<file path="src/rtl/bus_ctrl_pkg.sv">
// Shared types and default widths for the bus transfer controller.
package bus_ctrl_pkg;

  localparam int BUS_DATA_WIDTH = 16;
  localparam int BUS_ADDR_WIDTH = 2;

  typedef enum logic [1:0] {
    OP_NOP      = 2'b00,
    OP_LOAD_IMM = 2'b01,
    OP_MOVE     = 2'b10,
    OP_READ     = 2'b11
  } op_e;

  typedef enum logic [1:0] {
    IDLE      = 2'b00,
    READ_SRC  = 2'b01,
    WRITE_DST = 2'b10
  } state_e;

endpackage

</file>
<file path="src/rtl/tri_state_buffer.sv">
// Controller-side bus driver. On-chip buses are mux-based, so a disabled
// driver presents zero instead of high impedance.
module tri_state_buffer #(
  parameter int WIDTH = 16
) (
  input  logic [WIDTH-1:0] data_in,
  input  logic             enable,
  output logic [WIDTH-1:0] data_out
);

  assign data_out = enable ? data_in : '0;

endmodule

</file>
<file path="src/rtl/bus_transfer_controller.sv">
// Sequences register-file transfers (load immediate, move, read) on a shared
// bus so that only one driver is ever active in a given cycle.
import bus_ctrl_pkg::*;

module bus_transfer_controller #(
  parameter int DATA_WIDTH = BUS_DATA_WIDTH,
  parameter int ADDR_WIDTH = BUS_ADDR_WIDTH
) (
  input  logic                  bus_controller_clock,
  input  logic                  bus_controller_reset_n,
  input  logic                  instr_valid,
  output logic                  instr_ready,
  input  logic [1:0]            instr_op,
  input  logic [ADDR_WIDTH-1:0] instr_src,
  input  logic [ADDR_WIDTH-1:0] instr_dst,
  input  logic [DATA_WIDTH-1:0] instr_imm,
  input  logic [DATA_WIDTH-1:0] bus_in,
  output logic [DATA_WIDTH-1:0] bus_drive_data,
  output logic                  bus_drive_en,
  output logic [ADDR_WIDTH-1:0] reg_addr,
  output logic                  reg_in_en,
  output logic                  reg_out_en,
  output logic [DATA_WIDTH-1:0] rd_data,
  output logic                  rd_valid,
  output logic                  done,
  output logic                  busy
);

  state_e                r_state;
  state_e                w_state_next;
  op_e                   r_op;
  op_e                   w_op_in;
  logic [ADDR_WIDTH-1:0] r_src;
  logic [ADDR_WIDTH-1:0] r_dst;
  logic [DATA_WIDTH-1:0] r_temp;
  logic [DATA_WIDTH-1:0] r_rd_data;
  logic                  r_rd_valid;
  logic                  r_done;
  logic                  w_accept;
  logic                  w_drv_en;
  logic                  w_out_en;
  logic                  w_in_en;
  logic [ADDR_WIDTH-1:0] w_addr;
  logic [DATA_WIDTH-1:0] w_drv_data;

  // Ready is forced low while reset is held so nothing is accepted then.
  assign instr_ready = (r_state == IDLE) && bus_controller_reset_n;
  assign w_accept    = instr_valid && instr_ready;
  assign w_op_in     = op_e'(instr_op);

  always_comb begin
    w_state_next = r_state;
    case (r_state)
      IDLE: begin
        if (w_accept) begin
          case (w_op_in)
            OP_LOAD_IMM:     w_state_next = WRITE_DST;
            OP_MOVE, OP_READ: w_state_next = READ_SRC;
            default:         w_state_next = IDLE;
          endcase
        end
      end
      READ_SRC:  w_state_next = (r_op == OP_MOVE) ? WRITE_DST : IDLE;
      WRITE_DST: w_state_next = IDLE;
      default:   w_state_next = IDLE;
    endcase
  end

  // Enables come only from the state register, so the hand-over from the
  // register file to our driver happens on a single clock edge.
  always_comb begin
    w_drv_en = 1'b0;
    w_out_en = 1'b0;
    w_in_en  = 1'b0;
    w_addr   = '0;
    case (r_state)
      READ_SRC: begin
        w_out_en = 1'b1;
        w_addr   = r_src;
      end
      WRITE_DST: begin
        w_drv_en = 1'b1;
        w_in_en  = 1'b1;
        w_addr   = r_dst;
      end
      default: ;
    endcase
  end

  always_ff @(posedge bus_controller_clock or negedge bus_controller_reset_n) begin
    if (!bus_controller_reset_n) begin
      r_state    <= IDLE;
      r_op       <= OP_NOP;
      r_src      <= '0;
      r_dst      <= '0;
      r_temp     <= '0;
      r_rd_data  <= '0;
      r_rd_valid <= 1'b0;
      r_done     <= 1'b0;
    end else begin
      r_state    <= w_state_next;
      r_rd_valid <= 1'b0;
      r_done     <= 1'b0;
      case (r_state)
        IDLE: begin
          if (w_accept) begin
            r_op  <= w_op_in;
            r_src <= instr_src;
            r_dst <= instr_dst;
            if (w_op_in == OP_LOAD_IMM) r_temp <= instr_imm;
            if (w_op_in == OP_NOP)      r_done <= 1'b1;
          end
        end
        READ_SRC: begin
          r_temp <= bus_in;
          if (r_op == OP_READ) begin
            r_rd_data  <= bus_in;
            r_rd_valid <= 1'b1;
            r_done     <= 1'b1;
          end
        end
        WRITE_DST: r_done <= 1'b1;
        default: ;
      endcase
    end
  end

  tri_state_buffer #(
    .WIDTH(DATA_WIDTH)
  ) u_bus_driver (
    .data_in (r_temp),
    .enable  (w_drv_en),
    .data_out(w_drv_data)
  );

  assign bus_drive_data = w_drv_data;
  assign bus_drive_en   = w_drv_en;
  assign reg_out_en     = w_out_en;
  assign reg_in_en      = w_in_en;
  assign reg_addr       = w_addr;
  assign rd_data        = r_rd_data;
  assign rd_valid       = r_rd_valid;
  assign done           = r_done;
  assign busy           = (r_state != IDLE);

endmodule

</file>
<file path="config.mk">
export PLATFORM = sky130hd
export DESIGN_NAME = bus_transfer_controller
export DESIGN_NICKNAME = d
export VERILOG_FILES = /design/src/rtl/bus_ctrl_pkg.sv /design/src/rtl/tri_state_buffer.sv /design/src/rtl/bus_transfer_controller.sv
export SDC_FILE = /design/constraint.sdc
export NUM_CORES = 1
export LEC_CHECK = 0
export CORE_ASPECT_RATIO = 0.8
export CORE_MARGIN = 5
export CORE_UTILIZATION = 48
export CTS_BUF_LIST = sky130_fd_sc_hd__clkbuf_2
export CTS_CLUSTER_SIZE = 28
export DETAILED_ROUTE_END_ITERATION = 7
export GPL_TIMING_DRIVEN = 0
export PLACE_DENSITY = 0.87
export SLEW_MARGIN = 10
export SYNTH_ARGS = -nofsm -noshare
export SYNTH_HDL_FRONTEND = slang
export SYNTH_SLANG_ARGS = --single-unit
</file>
<file path="constraint.sdc">
create_clock -name bus_controller_clock -period 3 [get_ports bus_controller_clock]
set_clock_uncertainty 0.15 [all_clocks]
set_input_delay 0.6 -clock bus_controller_clock [delete_from_list [all_inputs] [get_ports bus_controller_clock]]
set_output_delay 0.6 -clock bus_controller_clock [all_outputs]
set_load 0.02 [all_outputs]
</file>
==> results.md, run 1 <==
* Share of cells above drive strength 1 at 31.4%
* Met3 wire length at 263 um
* GR Util All Layers at 16.9%
* DRC at 0
* Final slew viol count at 0
* CP max FO at 8
* Global-route wire length before repair at 7.56 mm
* Combinational power share at 56.5%
* Yosys reg bits at 42
* Number of post-CTS setup repair buffers at 0
* Hold Crit Class: in2async
* Avg Cell Area, Syn at 13.9 um2
* Total Wirelength at 4.64 mm
* P_sw at 1.01 mW
* Clock root cell: clkbuf_2
* Starting density of the core at 49.6%
* H-tree depth at 2
* FF-to-FF End: rd_data[1]$_DFFE_PN0P_
* CTS tree: yes
* Drt wl/cell at 15.7 um
* Chip width at 83.5 um
* Compound-cell area share of the yosys netlist at 2.17%
* Post-Synth Simple-Gate Area at 9.72%
* Die ar. at 0.00574 mm2
* IO Count at 82
* Pwr/cell area at 911 mW/mm2
* Top post-synthesis cells by area: dfrtp_1 (51%), mux2_2 (23%), mux2_4 (7.2%)
* Area share of xor/xnor cells in the synthesized design at 0%
* Status: completed
* Post-route minimum period at 2.78 ns
* Routed vias/inst at 4.95
* Number of synthesis warnings at 0
* Worst Setup Slack, final at 0.219 ns
* Fin. Hold Viols at 0
* Starting DRT DRC Count at 89
* Area leader, netlist: dfrtp_1
* Crit Reg-Reg Startpoint: r_state[1]$_DFFE_PN0P_
* Largest family of logic cells by synthesized area: multiplexers
* Core footprint at 0.00418 mm2
* Cell count after synthesis at 149
* Pint at 1.77 mW
* Worst-margin pin slew at 0.464 ns
* Cell Area, Synth at 0.00207 mm2
* Initial antenna violation count at 0
* Post-synthesis cell type count at 25
* Total CTS buffers at 5
* Reg2Reg Setup Slack at 0.96 ns
* Lkg Pwr at 1.44 nW
* Share of the clock period used by the worst path at 92.7%
* M1 wire length at 2.19 mm
* Final setup viols at 0
* Syn_nets at 194
* Most common cell after layout, fill and taps aside: clkdlybuf4s50_1
* Final HPWL DP at 3.50 mm
* Yosys top cell area share at 50.7%
* # diodes at 0
* Die Y at 68.8 um
* Vias in the first global route at 1517
* Highest Signal Layer: met4
* Sequential area share after synthesis at 50.7%
* Worst-path clk slew at 0.22 ns
* Total gr overflow at 0
* Routability-driven placement congestion ratio at 0.786
* CTS Buffer Depth at 2
* Sequential share of power at 35.4%
* I/O Buffers at 81
* CP Capture Type: primary output
* Dpl ws at 0.120 ns
* Vias after detailed routing at 1466
* Max-Cap Viols at 0
* Post-Synth Adder-Cell Area at 2.42%
* Switching share of total power at 36.2%
* DR WL met2 at 2.16 mm
* RSZ-0062 raised after global routing: false
* Clk Latency, worst-skew pair at 0.37 ns
* FMAX at 0.360 GHz
* Mux cell area share after synthesis at 30.6%
* Startpoint Class: register
* Area delta synth->final at 47.3%
* Max transition margin at 68.9%
* # rows at 21
* Largest net degree at the start of global routing at 33
* Worst setup path category: reg2out
* FF-to-FF path depth at 6
* Clk pwr share at 8.1%
* Routed Antenna Nets at 0
* Most frequent cells in the layout: clkdlybuf4s50_1 (69), mux2_2 (43), dfrtp_1 (42)
* Arrival time at the worst endpoint at 2.03 ns
* Total Power at 2.78 mW
* Crit path required time at 2.25 ns
* TritonCTS Sinks at 42
* TritonRoute pass-1 iters at 3
* Peak supply drop at 0.517 mV
* Fin nets at 284
[layer usage]
metal	track usage (%)	vias up
li1	-	695
met1	22.2	722
met2	28.4	46
met3	4.39	3
met4	4.22	0
met5	0	-
[power groups by stage]
stage	Combinational (mW)	Sequential (mW)	Clock, mW
2_1_floorplan	0.786	1.12	0
3_3_place_gp	1.57	0.982	0
3_5_place_dp	1.58	1.00	0
4_1_cts	1.60	0.986	0.234
5_1_grt	1.68	1.02	0.266
6_report	1.57	0.984	0.226
[how the worst max path moves through the flow]
stage	from	cells after the start	slack (ns)	to
after floorplan	r_state[1]$_DFFE_PN0P_	5	0.79	reg_addr[0]
after global routing	r_state[0]$_DFFE_PN0P_	5	0.06	instr_ready
after CTS	r_state[0]$_DFFE_PN0P_	5	0.03	bus_drive_data[8]
after global placement	bus_controller_reset_n	3	-1.33	instr_ready
after detailed placement	r_state[0]$_DFFE_PN0P_	5	0.12	bus_drive_data[8]
final	r_state[0]$_DFFE_PN0P_	5	0.22	instr_ready
[metrics by stage]
step	setup TNS (ns)	hold WS, ns	instances	cell area, um2	utilization (%)
CTS	0	0.0339	296	3030	72.5
detailed placement	0	0.338	288	2970	71.1
floorplan	0	0.154	149	2070	-
global route	0	0.0346	296	3050	73.1
finish	0	0.0573	296	3050	73.1
global placement	-25.24	0.331	287	2950	70.7
[critical path: stages (launching register included)]
cell             delay [ns]
dfrtp_1                0.46
inv_1                  0.15
ha_1                   0.18
buf_6                  0.13
and2_2                 0.15
clkdlybuf4s50_1        0.60
[layout make-up]
cell class,instances,area (um2)
Fill cell,292,1120
Sequential cell,42,1050
Multi-Input combinational cell,94,943
Timing Repair Buffer,83,856
Buffer,8,77.6
Tap cell,57,71.3
Clock buffer,5,25.0
Inverter,5,18.8
Clock inverter,2,10.0
[cell families (layout without fill, tap and decap cells)]
| kind of cell | Yosys count | in the layout |
|---|---|---|
| flops | 42 | 42 |
| compound gates | 6 | 6 |
| fa+ha+maj | 4 | 4 |
| buf+inv | 13 | 103 |
| simple gates | 31 | 31 |
| mux | 53 | 53 |
[cell usage after synthesis (all sizes together)]
library cell  number
mux2              53
dfrtp             42
and2              17
buf                7
inv                5
ha                 4
nand2              4
nand3              4
nor2b              4
a22oi              2
a31oi              1
a32oi              1
a41o               1
clkbuf             1
nand3b             1
o21ai              1
or3                1
[registers in the layout, summed over array words and instances, names as in the netlist]
signal    count
r_src         2
r_dst         2
rd_data      16
done          1
rd_valid      1
r_op          2
r_temp       16
r_state       2
[timing repair]
| action | CTS | global route |
|---|---|---|
| gates resized for setup | 7 | 9 |
| endpoints found under the hold margin | 10 | 0 |
| setup endpoints to repair | 11 | 9 |
| hold buffers | 1 | 0 |
No activity file was read; power rests on OpenSTA's default activity.
==> inputs of run 2 (changes only) <==
--- a/config.mk
+++ b/config.mk
@@ -5,6 +5,7 @@
 export SDC_FILE = /design/constraint.sdc
 export NUM_CORES = 1
 export LEC_CHECK = 0
+export ABC_CLOCK_PERIOD_IN_PS = 3000
 export CORE_ASPECT_RATIO = 0.8
 export CORE_MARGIN = 5
 export CORE_UTILIZATION = 48
==> results of run 2 <==
Final layout, timing and power as in run 1 (identical DEF).
==> inputs of run 3 (changes only) <==
--- a/config.mk
+++ b/config.mk
@@ -13,7 +13,7 @@
 export CTS_CLUSTER_SIZE = 28
 export DETAILED_ROUTE_END_ITERATION = 7
 export GPL_TIMING_DRIVEN = 0
-export PLACE_DENSITY = 0.87
+export PLACE_DENSITY = 0.83
 export SLEW_MARGIN = 10
 export SYNTH_ARGS = -nofsm -noshare
 export SYNTH_HDL_FRONTEND = slang
==> run 3 against run 2 <==
Effect of this change:
- combinational power barely moved
- worst hold slack better by 0.32 ns
- clock power up 3%
- routed wire length up 0.19%
- first-iteration DRC count is 64% lower
- non-clock buffer count unchanged
- sequential cell count is the same
==> results.md, run 3 (synthesis gave the netlist of run 1 again) <==
* Pwr/cell area at 912 mW/mm2 (was 911 mW/mm2)
* Clk Latency, worst-skew pair at 0.39 ns (was 0.37 ns)
* Vias after detailed routing at 1448 (was 1466)
* Critical path buffers and inverters at 3 (unchanged)
* Global-route wire length before repair at 7.25 mm (was 7.56 mm)
* Routability-driven placement congestion ratio at 0.767 (was 0.786)
* Routed Antenna Nets at 0 (unchanged)
* Fillers at 309 (was 292)
* Most common cell after layout, fill and taps aside: clkdlybuf4s50_1 (unchanged)
* IO Count at 82 (unchanged)
* Total Wirelength at 4.65 mm (was 4.64 mm)
* GR Util All Layers at 16.6% (was 16.9%)
* Final HPWL DP at 3.39 mm (was 3.50 mm)
* Final slew viol count at 0 (unchanged)
* Crit path required time at 2.25 ns (about the same)
* FMAX at 0.348 GHz (was 0.360 GHz)
* Starting density of the core at 49.6% (unchanged)
* # diodes at 0 (unchanged)
* Fin. Hold Viols at 0 (unchanged)
* Max transition margin at 82.3% (was 68.9%)
* Status: completed (unchanged)
* Share of the clock period used by the worst path at 95.9% (was 92.7%)
* Arrival time at the worst endpoint at 2.13 ns (was 2.03 ns)
* Peak supply drop at 0.451 mV (was 0.517 mV)
* Startpoint Class: input pin (was register)
* DRC at 0 (unchanged)
* Number of post-CTS setup repair buffers at 0 (unchanged)
* Critical Path Slowest Stage Cell: clkdlybuf4s50_1 (unchanged)
* Total gr overflow at 0 (unchanged)
* Drt wl/cell at 15.6 um (was 15.7 um)
* Final setup viols at 0 (unchanged)
* Max incr delay on CP at 0.60 ns (about the same)
* Hold Crit Class: reg2reg (was in2async)
* CTS Buffer Depth at 2 (unchanged)
* Clock root cell: clkbuf_2 (unchanged)
* Initial antenna violation count at 0 (unchanged)
* RSZ-0062 raised after global routing: false (unchanged)
* I/O Buffers at 81 (unchanged)
* TritonCTS Sinks at 42 (unchanged)
* Worst-margin pin slew at 0.265 ns (was 0.464 ns)
* CTS tree: yes (unchanged)
* Routed vias/inst at 4.88 (was 4.95)
* Starting DRT DRC Count at 32 (was 89)
* H-tree depth at 2 (unchanged)
* CP max FO at 11 (was 8)
* Worst setup path category: in2out (was reg2out)
* CP delay by family, top: buffers and inverters (unchanged)
* Setup TNS at 0 ns (unchanged)
* Total CTS buffers at 5 (unchanged)
* TritonRoute pass-1 iters at 4 (was 3)
* Post-route minimum period at 2.88 ns (was 2.78 ns)
* Chip width at 83.5 um (unchanged)
* # rows at 21 (unchanged)
* Lkg Pwr at 1.45 nW (was 1.44 nW)
* Largest net degree at the start of global routing at 37 (was 33)
* Most frequent cells in the layout: clkdlybuf4s50_1 (69), mux2_2 (43), dfrtp_1 (42) (unchanged)
* Share of cells above drive strength 1 at 31.3% (was 31.4%)
* Critical path, cell by cell: dlygate4sd3_1, clkbuf_4, and2_2, clkdlybuf4s50_1 (was inv_1, ha_1, buf_6, and2_2, clkdlybuf4s50_1)
* Max-Cap Viols at 0 (unchanged)
* Vias in the first global route at 1439 (was 1517)
* Die Y at 68.8 um (unchanged)
* Worst-path clk slew at 0.19 ns (was 0.22 ns)
* CP Capture Type: primary output (unchanged)
* Core footprint at 0.00418 mm2 (unchanged)
* Fin nets at 284 (unchanged)
* Die ar. at 0.00574 mm2 (unchanged)
* Total Power at 2.79 mW (was 2.78 mW)
* Area delta synth->final at 47.6% (was 47.3%)
==> run 3: worst paths after layout <==
kind | from | end | slack (ns) | depth (start not counted)
max | bus_controller_reset_n | instr_ready | 0.12 | 4
min reg2reg | r_temp[1]$_DFFE_PN0P_ | r_temp[1]$_DFFE_PN0P_ | 0.38 | 1
max in group asynchronous | bus_controller_reset_n | rd_data[13]$_DFFE_PN0P_ | 1.87 | 3
max reg2reg | r_state[1]$_DFFE_PN0P_ | rd_data[0]$_DFFE_PN0P_ | 0.93 | 6
min | r_temp[1]$_DFFE_PN0P_ | r_temp[1]$_DFFE_PN0P_ | 0.38 | 1
min in group asynchronous | bus_controller_reset_n | r_temp[1]$_DFFE_PN0P_ | 0.41 | 2
==> run 3: power breakdown <==
group | leakage, nW | internal (mW) | switching, mW
Clock | 0.0304 | 0.0573 | 0.175
Sequential | 0.502 | 0.841 | 0.145
Combinational | 0.914 | 0.884 | 0.688
==> run 3: cell type report <==
type                    instances  area (um2)  area share, %
well taps                      57        71.3           2.33
clock buffers                   6        30.0          0.982
repair buffers                 83         858           28.1
inverters                       5        18.8          0.613
clock inverters                 2        8.76          0.286
multi-input cells              94         943           30.8
flip-flops and latches         42        1050           34.4
plain buffers                   8        77.6           2.54
==> run 3: repair_timing <==
| action | 4_1_cts | 5_1_grt |
|---|---|---|
| resized for setup | 7 | 10 |
| pin swaps | 0 | 0 |
| endpoints found under the setup margin | 11 | 10 |
| hold endpoints to repair | 6 | 0 |
| gates cloned | 0 | 0 |
| hold buffers | 1 | 0 |
==> run 3: routing by layer <==
metal,vias up,track usage (%),wire (um)
met5,-,0,0
met4,0,6.83,91
met3,9,4.51,235
met2,46,25.3,2040
met1,693,22.8,2280
li1,700,-,-
==> run 3: per-stage QoR <==
stage | hold WS (ns) | cells | setup slack [ns] | area [um2] | utilization [%]
2_1_floorplan | 0.154 | 149 | 0.794 | 2070 | -
3_3_place_gp | 0.331 | 287 | -1.27 | 2950 | 70.7
3_5_place_dp | 0.333 | 288 | 0.125 | 2970 | 71.1
4_1_cts | 0.382 | 297 | 0.0204 | 3030 | 72.6
5_1_grt | 0.390 | 297 | 0.00760 | 3060 | 73.2
6_report | 0.376 | 297 | 0.124 | 3060 | 73.2
